`config.mk`:
```
export PLATFORM = sky130hd
export DESIGN_NAME = branch_resolver
export DESIGN_NICKNAME = d
export VERILOG_FILES = /design/src/rtl/bp_pkg.sv /design/src/rtl/bp_fifo.sv /design/src/rtl/branch_resolver.sv
export SDC_FILE = /design/constraint.sdc
export NUM_CORES = 1
export LEC_CHECK = 0
export CELL_PAD_IN_SITES_DETAIL_PLACEMENT = 0
export CELL_PAD_IN_SITES_GLOBAL_PLACEMENT = 1
export CORE_MARGIN = 2
export CORE_UTILIZATION = 43
export DETAILED_ROUTE_END_ITERATION = 8
export PLACE_DENSITY_LB_ADDON = 0.1
export SYNTH_ARGS = -nofsm -noshare
export SYNTH_HDL_FRONTEND = slang
export SYNTH_SLANG_ARGS = --single-unit
```
`constraint.sdc`:
```
create_clock -name clk -period 3.12 [get_ports clk]
set_input_delay 0.624 -clock clk [delete_from_list [all_inputs] [get_ports clk]]
set_output_delay 0.624 -clock clk [all_outputs]
set_load 0.005 [all_outputs]
```
`src/rtl/bp_pkg.sv`:
```
`default_nettype none
// ============================================================================
// Module      : bp_pkg
// Description : Shared defaults and queue-entry type for the branch
//               predictor / resolver pair.
// Revision    : 1.0 - initial release
// ============================================================================
package bp_pkg;

  // Default global-history width; must match the predictor GHR.
  localparam int BP_GHR_W = 3;

  // Default number of in-flight branches tracked by the resolver.
  localparam int BP_DEPTH = 4;

  // One in-flight prediction: predicted direction plus the history that
  // indexed the PHT when the prediction was made.
  typedef struct packed {
    logic                taken;
    logic [BP_GHR_W-1:0] ghr;
  } bp_entry_t;

endpackage : bp_pkg
`default_nettype wire

```
`src/rtl/bp_fifo.sv`:
```
`default_nettype none
// ============================================================================
// Module      : bp_fifo
// Description : Synchronous first-word-fall-through queue with a flush input.
//               Flush empties the queue and wins over a same-edge push.
// Revision    : 1.0 - initial release
// ============================================================================
module bp_fifo
  import bp_pkg::*;
#(
  parameter int WIDTH = BP_GHR_W + 1,
  parameter int DEPTH = BP_DEPTH
) (
  input  logic                       clk,
  input  logic                       reset,
  input  logic                       flush,
  input  logic                       push,
  input  logic [WIDTH-1:0]           din,
  input  logic                       pop,
  output logic [WIDTH-1:0]           dout,
  output logic                       full,
  output logic                       empty,
  output logic [$clog2(DEPTH):0]     count
);

  localparam int PTR_W = $clog2(DEPTH);
  localparam int CNT_W = PTR_W + 1;

  logic [WIDTH-1:0] mem_q [DEPTH];
  logic [WIDTH-1:0] mem_d [DEPTH];
  logic [PTR_W-1:0] head_q, head_d;
  logic [PTR_W-1:0] tail_q, tail_d;
  logic [CNT_W-1:0] count_q, count_d;
  logic             do_push;
  logic             do_pop;

  assign full    = (count_q == CNT_W'(DEPTH));
  assign empty   = (count_q == '0);
  assign count   = count_q;
  assign dout    = mem_q[head_q];
  assign do_push = push && !full;
  assign do_pop  = pop && !empty;

  // Next-state for pointers, count and storage; pointers wrap naturally
  // because DEPTH is a power of two.
  always_comb begin
    mem_d   = mem_q;
    head_d  = head_q;
    tail_d  = tail_q;
    count_d = count_q;
    if (flush) begin
      head_d  = '0;
      tail_d  = '0;
      count_d = '0;
    end else begin
      if (do_push) begin
        mem_d[tail_q] = din;
        tail_d        = tail_q + PTR_W'(1);
      end
      if (do_pop) begin
        head_d = head_q + PTR_W'(1);
      end
      case ({do_push, do_pop})
        2'b10:   count_d = count_q + CNT_W'(1);
        2'b01:   count_d = count_q - CNT_W'(1);
        default: count_d = count_q;
      endcase
    end
  end

  // Pointer and count state; cleared by the active-low synchronous reset.
  always_ff @(posedge clk) begin
    if (!reset) begin
      head_q  <= '0;
      tail_q  <= '0;
      count_q <= '0;
    end else begin
      head_q  <= head_d;
      tail_q  <= tail_d;
      count_q <= count_d;
    end
  end

  // Entry storage; contents are don't-care while count is zero.
  always_ff @(posedge clk) begin
    mem_q <= mem_d;
  end

endmodule : bp_fifo
`default_nettype wire

```
`src/rtl/branch_resolver.sv`:
```
`default_nettype none
// ============================================================================
// Module      : branch_resolver
// Description : Tracks in-flight branch predictions, compares each against
//               its resolved outcome, drives predictor updates, flags
//               mispredicts with a corrected history and counts them.
// Revision    : 1.0 - initial release
// ============================================================================
module branch_resolver
  import bp_pkg::*;
#(
  parameter int GHR_W = BP_GHR_W,
  parameter int DEPTH = BP_DEPTH
) (
  input  logic                   clk,
  input  logic                   reset,
  input  logic                   pred_valid,
  input  logic                   pred_taken,
  input  logic [GHR_W-1:0]       pred_ghr,
  output logic                   pred_ready,
  input  logic                   res_valid,
  input  logic                   res_taken,
  output logic                   res_ready,
  output logic                   upd_en,
  output logic                   upd_bit,
  output logic                   mispredict,
  output logic [GHR_W-1:0]       restore_ghr,
  output logic [$clog2(DEPTH):0] occupancy,
  output logic [7:0]             mispred_cnt
);

  logic             full;
  logic             empty;
  logic [GHR_W:0]   head_entry;
  logic             head_taken;
  logic [GHR_W-1:0] head_ghr;
  logic             push;
  logic             pop;
  logic             wrong;

  logic             upd_en_q, upd_en_d;
  logic             upd_bit_q, upd_bit_d;
  logic             mispredict_q, mispredict_d;
  logic [GHR_W-1:0] restore_ghr_q, restore_ghr_d;
  logic [7:0]       mispred_cnt_q, mispred_cnt_d;

  assign pred_ready = !full;
  assign res_ready  = !empty;
  assign push       = pred_valid && pred_ready;
  assign pop        = res_valid && res_ready;
  assign head_taken = head_entry[GHR_W];
  assign head_ghr   = head_entry[GHR_W-1:0];
  // A wrong resolution flushes the queue on the same edge, so any push
  // arriving alongside it belongs to the wrong path and is dropped.
  assign wrong      = pop && (res_taken != head_taken);

  bp_fifo #(
    .WIDTH (GHR_W + 1),
    .DEPTH (DEPTH)
  ) u_fifo (
    .clk   (clk),
    .reset (reset),
    .flush (wrong),
    .push  (push),
    .din   ({pred_taken, pred_ghr}),
    .pop   (pop),
    .dout  (head_entry),
    .full  (full),
    .empty (empty),
    .count (occupancy)
  );

  // Outcome pulses for the cycle after a pop, corrected history and the
  // saturating mispredict counter.
  always_comb begin
    upd_en_d      = pop;
    upd_bit_d     = pop ? res_taken : upd_bit_q;
    mispredict_d  = wrong;
    restore_ghr_d = restore_ghr_q;
    if (pop) begin
      restore_ghr_d = (head_ghr << 1) | GHR_W'(res_taken);
    end
    mispred_cnt_d = mispred_cnt_q;
    if (wrong && (mispred_cnt_q != 8'hFF)) begin
      mispred_cnt_d = mispred_cnt_q + 8'd1;
    end
  end

  // Registered outputs, cleared by the active-low synchronous reset.
  always_ff @(posedge clk) begin
    if (!reset) begin
      upd_en_q      <= 1'b0;
      upd_bit_q     <= 1'b0;
      mispredict_q  <= 1'b0;
      restore_ghr_q <= '0;
      mispred_cnt_q <= '0;
    end else begin
      upd_en_q      <= upd_en_d;
      upd_bit_q     <= upd_bit_d;
      mispredict_q  <= mispredict_d;
      restore_ghr_q <= restore_ghr_d;
      mispred_cnt_q <= mispred_cnt_d;
    end
  end

  assign upd_en      = upd_en_q;
  assign upd_bit     = upd_bit_q;
  assign mispredict  = mispredict_q;
  assign restore_ghr = restore_ghr_q;
  assign mispred_cnt = mispred_cnt_q;

endmodule : branch_resolver
`default_nettype wire

```
==> metrics.txt, run 1 <==
# rows=21; Reg2Reg Launch Point=u_fifo.count[2]$_SDFFE_PP0P_; clk sinks=32; final setup fails=0; cells after synthesis=131; Worst Max-Slew Pin Slew=1050 ps; DR pass1 iterations=4; clk root buf=clkbuf_4; RSZ-0062 raised after global routing=no; # H-tree levels=2; PortBufs=26; nets@finish=176; count of different cell masters after synthesis=40; final period utilization=73.9%; Yosys top cell area share=26.9%; WP data arrival=1680 ps; crit end category=primary output; Design Power=1.28 mW; # fillers=306; Clock Pin Slew Worst Setup and Hold Paths=110 ps; DR vias=1055; VDD IR max=0.391 mV; Critical Path, Cell by Cell=or3b_2 > clkdlybuf4s50_1; outcome=finished, final reports clean; CTS Buf Count=5; Core Region=3340 µm²; r2r setup slk=890 ps; Seq/Total Area, Yosys=51.1%; Post-Route Utilization=55.1%; PnR worst setup slack=814 ps; post-synth design cell area=1490 µm²; hold_buf cts=0; Antenna Cells=0; worst min path class=register to register; CP peak stage delay=490 ps; post-route ant nets=0; maxcap violations=0; Die Height=62.8 µm; hold path depth=2; antenna violations before repair=0; FF-to-FF End=u_fifo.count[2]$_SDFFE_PP0P_; worst skew pair latency=340 ps; largest area contributor in the netlist=dfxtp_1; CTS tree=done; vias in the first global route=1036; WHS Endpoint=restore_ghr[1]$_SDFFE_PN0P_; CTS-repair resized insts=0; Die Footprint=3950 µm²; Cell Pwr Density=694 nW/µm²; Die W=62.8 µm; initial drt markers=58; Rel. slew slack=29.7%; leak pwr=0.649 nW; top cells by area, synth=dfxtp_1 27%, edfxtp_1 24%, ha_1 5.0%, mux4_1 3.5%, nand2_1 3.5%; crit-path max FO=4; WL/cell=13.2 µm; I/O Pins=28; GRT overflow=0; DP HPWL=1970 µm; worst reg-to-reg path cell count=9; Synth Register Bits=32; post-CTS setup buffers=0; Setup crit start=u_fifo.count[2]$_SDFFE_PP0P_; first-pass GRT wire length=4730 µm; starting density of the core=44.6%; Via density=5.10; final hold violations=0; yosys warns=0; Post-Place Setup Slack=570 ps; max-slew violation count=0; hold_sp=restore_ghr[1]$_SDFFE_PN0P_; CP max-delay cell=or3b_2; Avg Cell Area, Syn=11.4 µm²; syn nets=147; most common cell after layout, fill and taps aside=clkdlybuf4s50_1; fmax=0.434 GHz; DRC Markers=0; Worst Clk Skew=6.59 ps; setup TNS=0 ps; gpl congestion=0.681; pin count of the biggest net entering global routing=18; start-to-end type of the worst setup path=register to primary output; most frequent cells in the layout=26 x clkdlybuf4s50_1, 20 x dfxtp_1, 14 x nand2_1, 12 x edfxtp_1, 9 x nor2_1; final WL=2720 µm; GRT Total Usage=15.5%; share of cells above drive strength 1=10.6%; worst endpoint required time=2500 ps; area added between synthesis and finish=23.4%; Startpoint Class=register; Tmin final=2310 ps; Max clock buf depth=2
[layer usage]
| metal | share of wire [%] | track usage (%) | vias to the layer above |
|---|---|---|---|
| met2 | 50 | 27.0 | 23 |
| met4 | 1.5 | 5.83 | 0 |
| li1 | - | - | 526 |
| met5 | 0 | 0 | - |
| met1 | 44 | 17.1 | 502 |
| met3 | 5.1 | 5.95 | 4 |
[per-stage QoR]
step / instance area (µm²) / hold WS (ps) / cells
2_1_floorplan: 1490 / 460 / 131
3_3_place_gp: 1780 / 455 / 199
3_5_place_dp: 1780 / 463 / 199
4_1_cts: 1840 / 479 / 207
5_1_grt: 1840 / 504 / 207
6_report: 1840 / 476 / 207
[critical path, delay by kind of cell (launching register included)]
family,cells,cell delay [ps]
flops,1,390
simple gates,1,490
buf+inv,1,470
[cell usage after synthesis, drive strengths merged]
cell and instances:
dfxtp 20, nand2 15, edfxtp 12, nor2 9
inv 8, a21boi 6, ha 6, and2 5
nand3 5, xnor2 4, xor2 4, a21oi 3
buf 3, mux4 3, o31ai 3, clkbuf 2
mux2i 2, nand2b 2, nor4 2, o21ai 2
o41ai 2, or3 2, or4 2, and3 1
fa 1, nand4 1, nor4b 1, o211a 1
o311a 1, o311ai 1, or3b 1, or4b 1
[area by class of cell]
cell class                 count  area, µm²  share of cell area [%]
clock buffer                   5       37.5                    2.04
inverter                       8       30.0                    1.63
tap                           46       57.6                    3.13
sequential                    32        761                    41.4
clock inverter                 3       23.8                    1.29
timing repair buffer          27        268                    14.6
multi-input combinational     86        661                    35.9
[state kept, by name, indices dropped and copies added (netlist names)]
signal / cells
u_fifo.count: 3
restore_ghr: 3
u_fifo.mem_q: 12
u_fifo.head_q: 2
mispred_cnt: 8
mispredict: 1
upd_en: 1
u_fifo.tail_q: 2
[power breakdown]
part | switching [mW] | internal [mW]
clock network | 0.157 | 0.0885
registers | 0.0525 | 0.507
logic | 0.237 | 0.234
[kinds of logic (layout without fill, tap and decap cells)]
family | after synthesis | in the layout | share of synthesized area, %
compound gates | 19 | 19 | 10.1
xor+xnor | 8 | 8 | 5.21
fa+ha+maj | 7 | 7 | 6.39
buf+inv | 13 | 43 | 4.54
flops | 32 | 32 | 51.1
mux | 5 | 5 | 6.39
simple gates | 47 | 47 | 16.3
[worst max path at each step]
stage | cells past startpoint | to | slack, ps
after floorplan | 10 | u_fifo.count[2]$_SDFFE_PP0P_ | 890
after global placement | 10 | u_fifo.count[2]$_SDFFE_PP0P_ | 590
after detailed placement | 10 | u_fifo.count[2]$_SDFFE_PP0P_ | 570
after CTS | 2 | pred_ready | 780
after global routing | 9 | u_fifo.count[2]$_SDFFE_PP0P_ | 700
final | 2 | pred_ready | 810
(Power assumes the default switching activity.)
==> run 2, diff against run 1 <==
Settings changed: CORE_UTILIZATION 43 to 36.
Clock period 3.12 ns to 1.9 ns, I/O delays scaled along.
==> run 2 against run 1 <==
Clock skew is 4.3 ps lower. Largest power group is now combinational logic. Die area is 18% higher. Clock power grew to 2.6 times the previous value. Flip-flop and latch count stayed put. Sequential power is 62% higher. Critical endpoint is now mispred_cnt[4]$_SDFFE_PN0P_. First-iteration DRC count is 19% lower. Worst setup slack worse by 800 ps. Sequential share of layout area is 6.5 points lower. Critical path type is now register to register.
==> metrics.txt, run 2 (synthesis gave the netlist of run 1 again) <==
Flop pwr share=33.3%; most common cell after layout, fill and taps aside=buf_4; Combinational Power Share=43.1%; PortBufs=26; Worst Clk Skew=2.29 ps; GRT Total Usage=15.5%; VDD IR max=0.750 mV; area added between synthesis and finish=47.5%; WL/cell=12.9 µm; outcome=finished, final reports clean; PnR worst setup slack=13.1 ps; GRT overflow=0; RSZ-0062 raised after global routing=yes; crit-path max FO=11; worst min path class=register to register; WP data arrival=2110 ps; # H-tree levels=2; clk sinks=32; clock share of power=23.6%; design internal power=1.89 mW; share of cells above drive strength 1=33.9%; crit end category=register; pin count of the biggest net entering global routing=13; initial drt markers=47; Post-DP Area=2000 µm²; setup TNS=0 ps; Via density=4.75; first-pass GRT wire length=5150 µm; CTS tree=done; Max clock buf depth=2; hold_buf cts=0; most frequent cells in the layout=29 x buf_4, 24 x clkdlybuf4s50_1, 16 x dfxtp_1, 13 x nand2_1, 12 x edfxtp_1; Critical Path, Cell by Cell=mux4_2 > xnor2_4 > or4_1 > a21boi_2; DR vias=1136; fmax=0.530 GHz; vias in the first global route=1143; Tmin final=1890 ps; leak pwr=0.841 nW; CP peak stage delay=560 ps; Biggest register=u_fifo.mem_q; CP bufs+invs=0; worst skew pair latency=280 ps; switching power=841 µW; max reg flops=12; final period utilization=99.3%; starting density of the core=37.2%; maxcap violations=0; gpl congestion=0.713; DR pass1 iterations=4; Die Footprint=4670 µm²; CP max-delay cell=mux4_2; # rows=23; clk root buf=clkbuf_8; nets@finish=204; I/O Pins=28; Clock Pin Slew Worst Setup and Hold Paths=70 ps; final WL=3080 µm; final hold violations=0; Die W=68.3 µm; Antenna Cells=0; max-slew violation count=0; CTS Buf Count=5; Die Height=68.3 µm; antenna violations before repair=0; Worst Max-Slew Pin Slew=578 ps; fin area=2200 µm²; post-route ant nets=0; DP HPWL=2340 µm; Rel. slew slack=61.2%; Cell Pwr Density=1240 nW/µm²; worst endpoint required time=2120 ps; Startpoint Class=register; DRC Markers=0; Post-Place Setup Slack=-194 ps; switch share=30.8%; Core Region=4000 µm²; start-to-end type of the worst setup path=register to register; Design Power=2.73 mW; final setup fails=0; CP top delay family=multiplexers
==> run 2: cell types whose count changed in the layout (fill, tap and decap cells not counted), moves of 4 or more <==
cell      previous run  this run
clkbuf_8             0         5
buf_4                1        29
dfxtp_2              0         4
and2_4               0         4
and2_1               5         1
dfxtp_1             20        16
clkbuf_4             5         0
==> run 2: stage by stage <==
step | cells | hold WS [ps] | utilization (%)
final | 239 | 461 | 54.9
after global routing | 239 | 498 | 54.9
after CTS | 235 | 468 | 53.1
after detailed placement | 227 | 462 | 50.0
after global placement | 227 | 450 | 50.0
after floorplan | 131 | 460 | -
==> run 2: power by group through the flow <==
stage / Clock, mW / Combinational (mW) / Sequential, mW
finish: 0.646 / 1.18 / 0.908
global route: 0.707 / 1.30 / 0.923
CTS: 0.663 / 1.09 / 0.907
detailed placement: 0 / 1.07 / 0.922
global placement: 0 / 1.06 / 0.913
floorplan: 0 / 0.620 / 0.921
==> run 2: area by class of cell <==
| class | instances | area (µm²) |
|---|---|---|
| Tap cell | 50 | 62.6 |
| Clock buffer | 5 | 68.8 |
| Timing Repair Buffer | 55 | 479 |
| Inverter | 8 | 30.0 |
| Clock inverter | 3 | 42.5 |
| Multi-Input combinational cell | 86 | 747 |
| Sequential cell | 32 | 766 |
| Fill cell | 348 | 1800 |
==> run 2: per-layer routing <==
metal | global-route usage, % | up-vias | share of wire [%]
met5 | 0 | - | 0
met4 | 7.50 | 0 | 2.1
met3 | 4.93 | 6 | 3.5
met2 | 26.7 | 17 | 52
met1 | 17.1 | 536 | 43
li1 | - | 577 | -
==> run 2: timing repair <==
action,4_1_cts,5_1_grt
pin swaps,2,3
setup buffers,0,4
gates resized for setup,3,14
endpoints found under the setup margin,14,26
hold endpoints to repair,0,0
==> run 2: worst paths after layout <==
kind	start	endpoint	slack, ps	cells after the start
worst max-delay path	u_fifo.mem_q[3]$_DFFE_PP_	mispred_cnt[4]$_SDFFE_PN0P_	10	4
worst max register to register	u_fifo.mem_q[3]$_DFFE_PP_	mispred_cnt[4]$_SDFFE_PN0P_	10	4
worst min register to register	restore_ghr[2]$_SDFFE_PN0P_	restore_ghr[2]$_SDFFE_PN0P_	460	2
worst min-delay path	restore_ghr[2]$_SDFFE_PN0P_	restore_ghr[2]$_SDFFE_PN0P_	460	2
==> run 2: worst reg2reg max path, stage by stage (launching register included) <==
cell and delay (ps):
edfxtp_1 370, mux4_2 560, xnor2_4 220, or4_1 540, a21boi_2 130
==> run 3, diff against run 2 <==
Settings changed: CELL_PAD_IN_SITES_GLOBAL_PLACEMENT 1 to 2, CORE_MARGIN 2 to 3, CORE_UTILIZATION 36 to 30.
==> run 3 against run 2 <==
First-iteration DRC count fell by 2.1%. Clock-buffer cell count did not move. Via count rose by 1.2%. Critical path type unchanged.
==> metrics.txt, run 3 (synthesis gave the netlist of run 1 again) <==
RSZ-0062 raised after global routing=yes; CTS Buf Count=5; VDD IR max=0.716 mV; CTS tree=done; Post-DP Area=2030 µm²; DP HPWL=2350 µm; outcome=finished, final reports clean; worst min path class=register to register; worst skew pair latency=280 ps; fin area=2240 µm²; CP max-delay cell=mux4_2; most frequent cells in the layout=31 x buf_4, 24 x clkdlybuf4s50_1, 16 x dfxtp_1, 13 x nand2_1, 12 x edfxtp_1; GRT overflow=0; DR pass1 iterations=4; pin count of the biggest net entering global routing=13; Rel. slew slack=59.5%; switching power=874 µW; design internal power=1.78 mW; final period utilization=99.9%; Max clock buf depth=2; Critical Path, Cell by Cell=mux4_2 > xor2_1 > a21oi_2 > and2_4; starting density of the core=31.3%; final WL=3170 µm; clock share of power=20.1%; clk root buf=clkbuf_8; WL/cell=12.2 µm; Tmin final=1900 ps; Die Footprint=5840 µm²; # fillers=462; M2 GR Usage=20.3%; CP peak stage delay=620 ps; fmax=0.527 GHz; crit end category=register; Die Height=76.5 µm; Startpoint Class=register; DR vias=1150; CP top delay family=multiplexers; most common cell after layout, fill and taps aside=buf_4; WP data arrival=1900 ps; worst endpoint required time=1900 ps; Core Region=4750 µm²; antenna violations before repair=0; Biggest register=u_fifo.mem_q; Final Hold Slack=465 ps; Antenna Cells=0; DRC Markers=0; Cell Pwr Density=1190 nW/µm²; Clock Pin Slew Worst Setup and Hold Paths=70 ps; nets@finish=208; share of cells above drive strength 1=34.2%; final setup fails=0; max reg flops=12; busiest grt layer=met2; start-to-end type of the worst setup path=register to register; Via density=4.42; final hold violations=0; # rows=25; GR Util met1=12.6%; Post-Route Utilization=47.0%; PortBufs=26; leak pwr=0.845 nW; Combinational Power Share=45.9%; Die W=76.5 µm; # H-tree levels=2; crit-path max FO=4; setup TNS=0 ps; clk sinks=32; Design Power=2.66 mW; post-route ant nets=0; switch share=32.9%; max-slew violation count=0; vias in the first global route=1169; area added between synthesis and finish=50.2%; maxcap violations=0; gpl congestion=0.717; Worst Clk Skew=2.11 ps; Flop pwr share=34.0%; met3 Use GR=2.96%; Worst Max-Slew Pin Slew=604 ps; GRT Total Usage=11.3%; hold_buf cts=0; initial drt markers=46; first-pass GRT wire length=5310 µm; CP bufs+invs=0; I/O Pins=28
[run 3: per-layer routing]
layer / share of wire [%] / wire [µm]
met1: 43 / 1380
met2: 52 / 1650
met3: 3.2 / 102
met4: 1.1 / 36
met5: 0 / 0
[run 3: area by class of cell]
| class | count | area (µm²) | share of cell area, % |
|---|---|---|---|
| clock buffer | 5 | 68.8 | 3.08 |
| clock inverter | 3 | 23.8 | 1.06 |
| inverter | 8 | 32.5 | 1.45 |
| multi-input combinational | 87 | 757 | 33.9 |
| sequential | 32 | 768 | 34.4 |
| tap | 67 | 83.8 | 3.75 |
| timing repair buffer | 58 | 502 | 22.4 |
[run 3: what timing repair did]
item / 4_1_cts / 5_1_grt
setup buffers: 3 / 3
pin swaps: 5 / 13
hold endpoints to repair: 0 / 0
resized for setup: 8 / 9
setup endpoints to repair: 21 / 23
gates cloned: 0 / 1
[run 3: power groups by stage]
stage                     clock [mW]  combinational, mW  sequential (mW)
final                          0.534               1.22            0.903
after global routing           0.586               1.34            0.921
after CTS                      0.547               1.11            0.902
after detailed placement           0               1.05            0.924
after global placement             0               1.04            0.917
after floorplan                    0              0.620            0.921
[run 3: final timing paths]
check | start | endpoint | slack [ps] | cells past startpoint
worst max-delay path | u_fifo.head_q[0]$_SDFFE_PP0P_ | u_fifo.mem_q[7]$_DFFE_PP_ | 3 | 4
worst min register to register | restore_ghr[2]$_SDFFE_PN0P_ | restore_ghr[2]$_SDFFE_PN0P_ | 470 | 2
worst max register to register | u_fifo.head_q[0]$_SDFFE_PP0P_ | u_fifo.mem_q[7]$_DFFE_PP_ | 3 | 4
worst min-delay path | restore_ghr[2]$_SDFFE_PN0P_ | restore_ghr[2]$_SDFFE_PN0P_ | 470 | 2
[run 3: worst register-to-register path, stage by stage, from the launching register on]
cell and delay (ps):
dfxtp_2 340, mux4_2 620, xor2_1 220, a21oi_2 240, and2_4 200
[run 3: per-stage QoR]
stage                     instances  setup WS [ps]
after floorplan                 131          -5.59
after global placement          245           -203
after detailed placement        245           -195
after CTS                       256          -17.6
after global routing            260          -84.8
final                           260           2.80
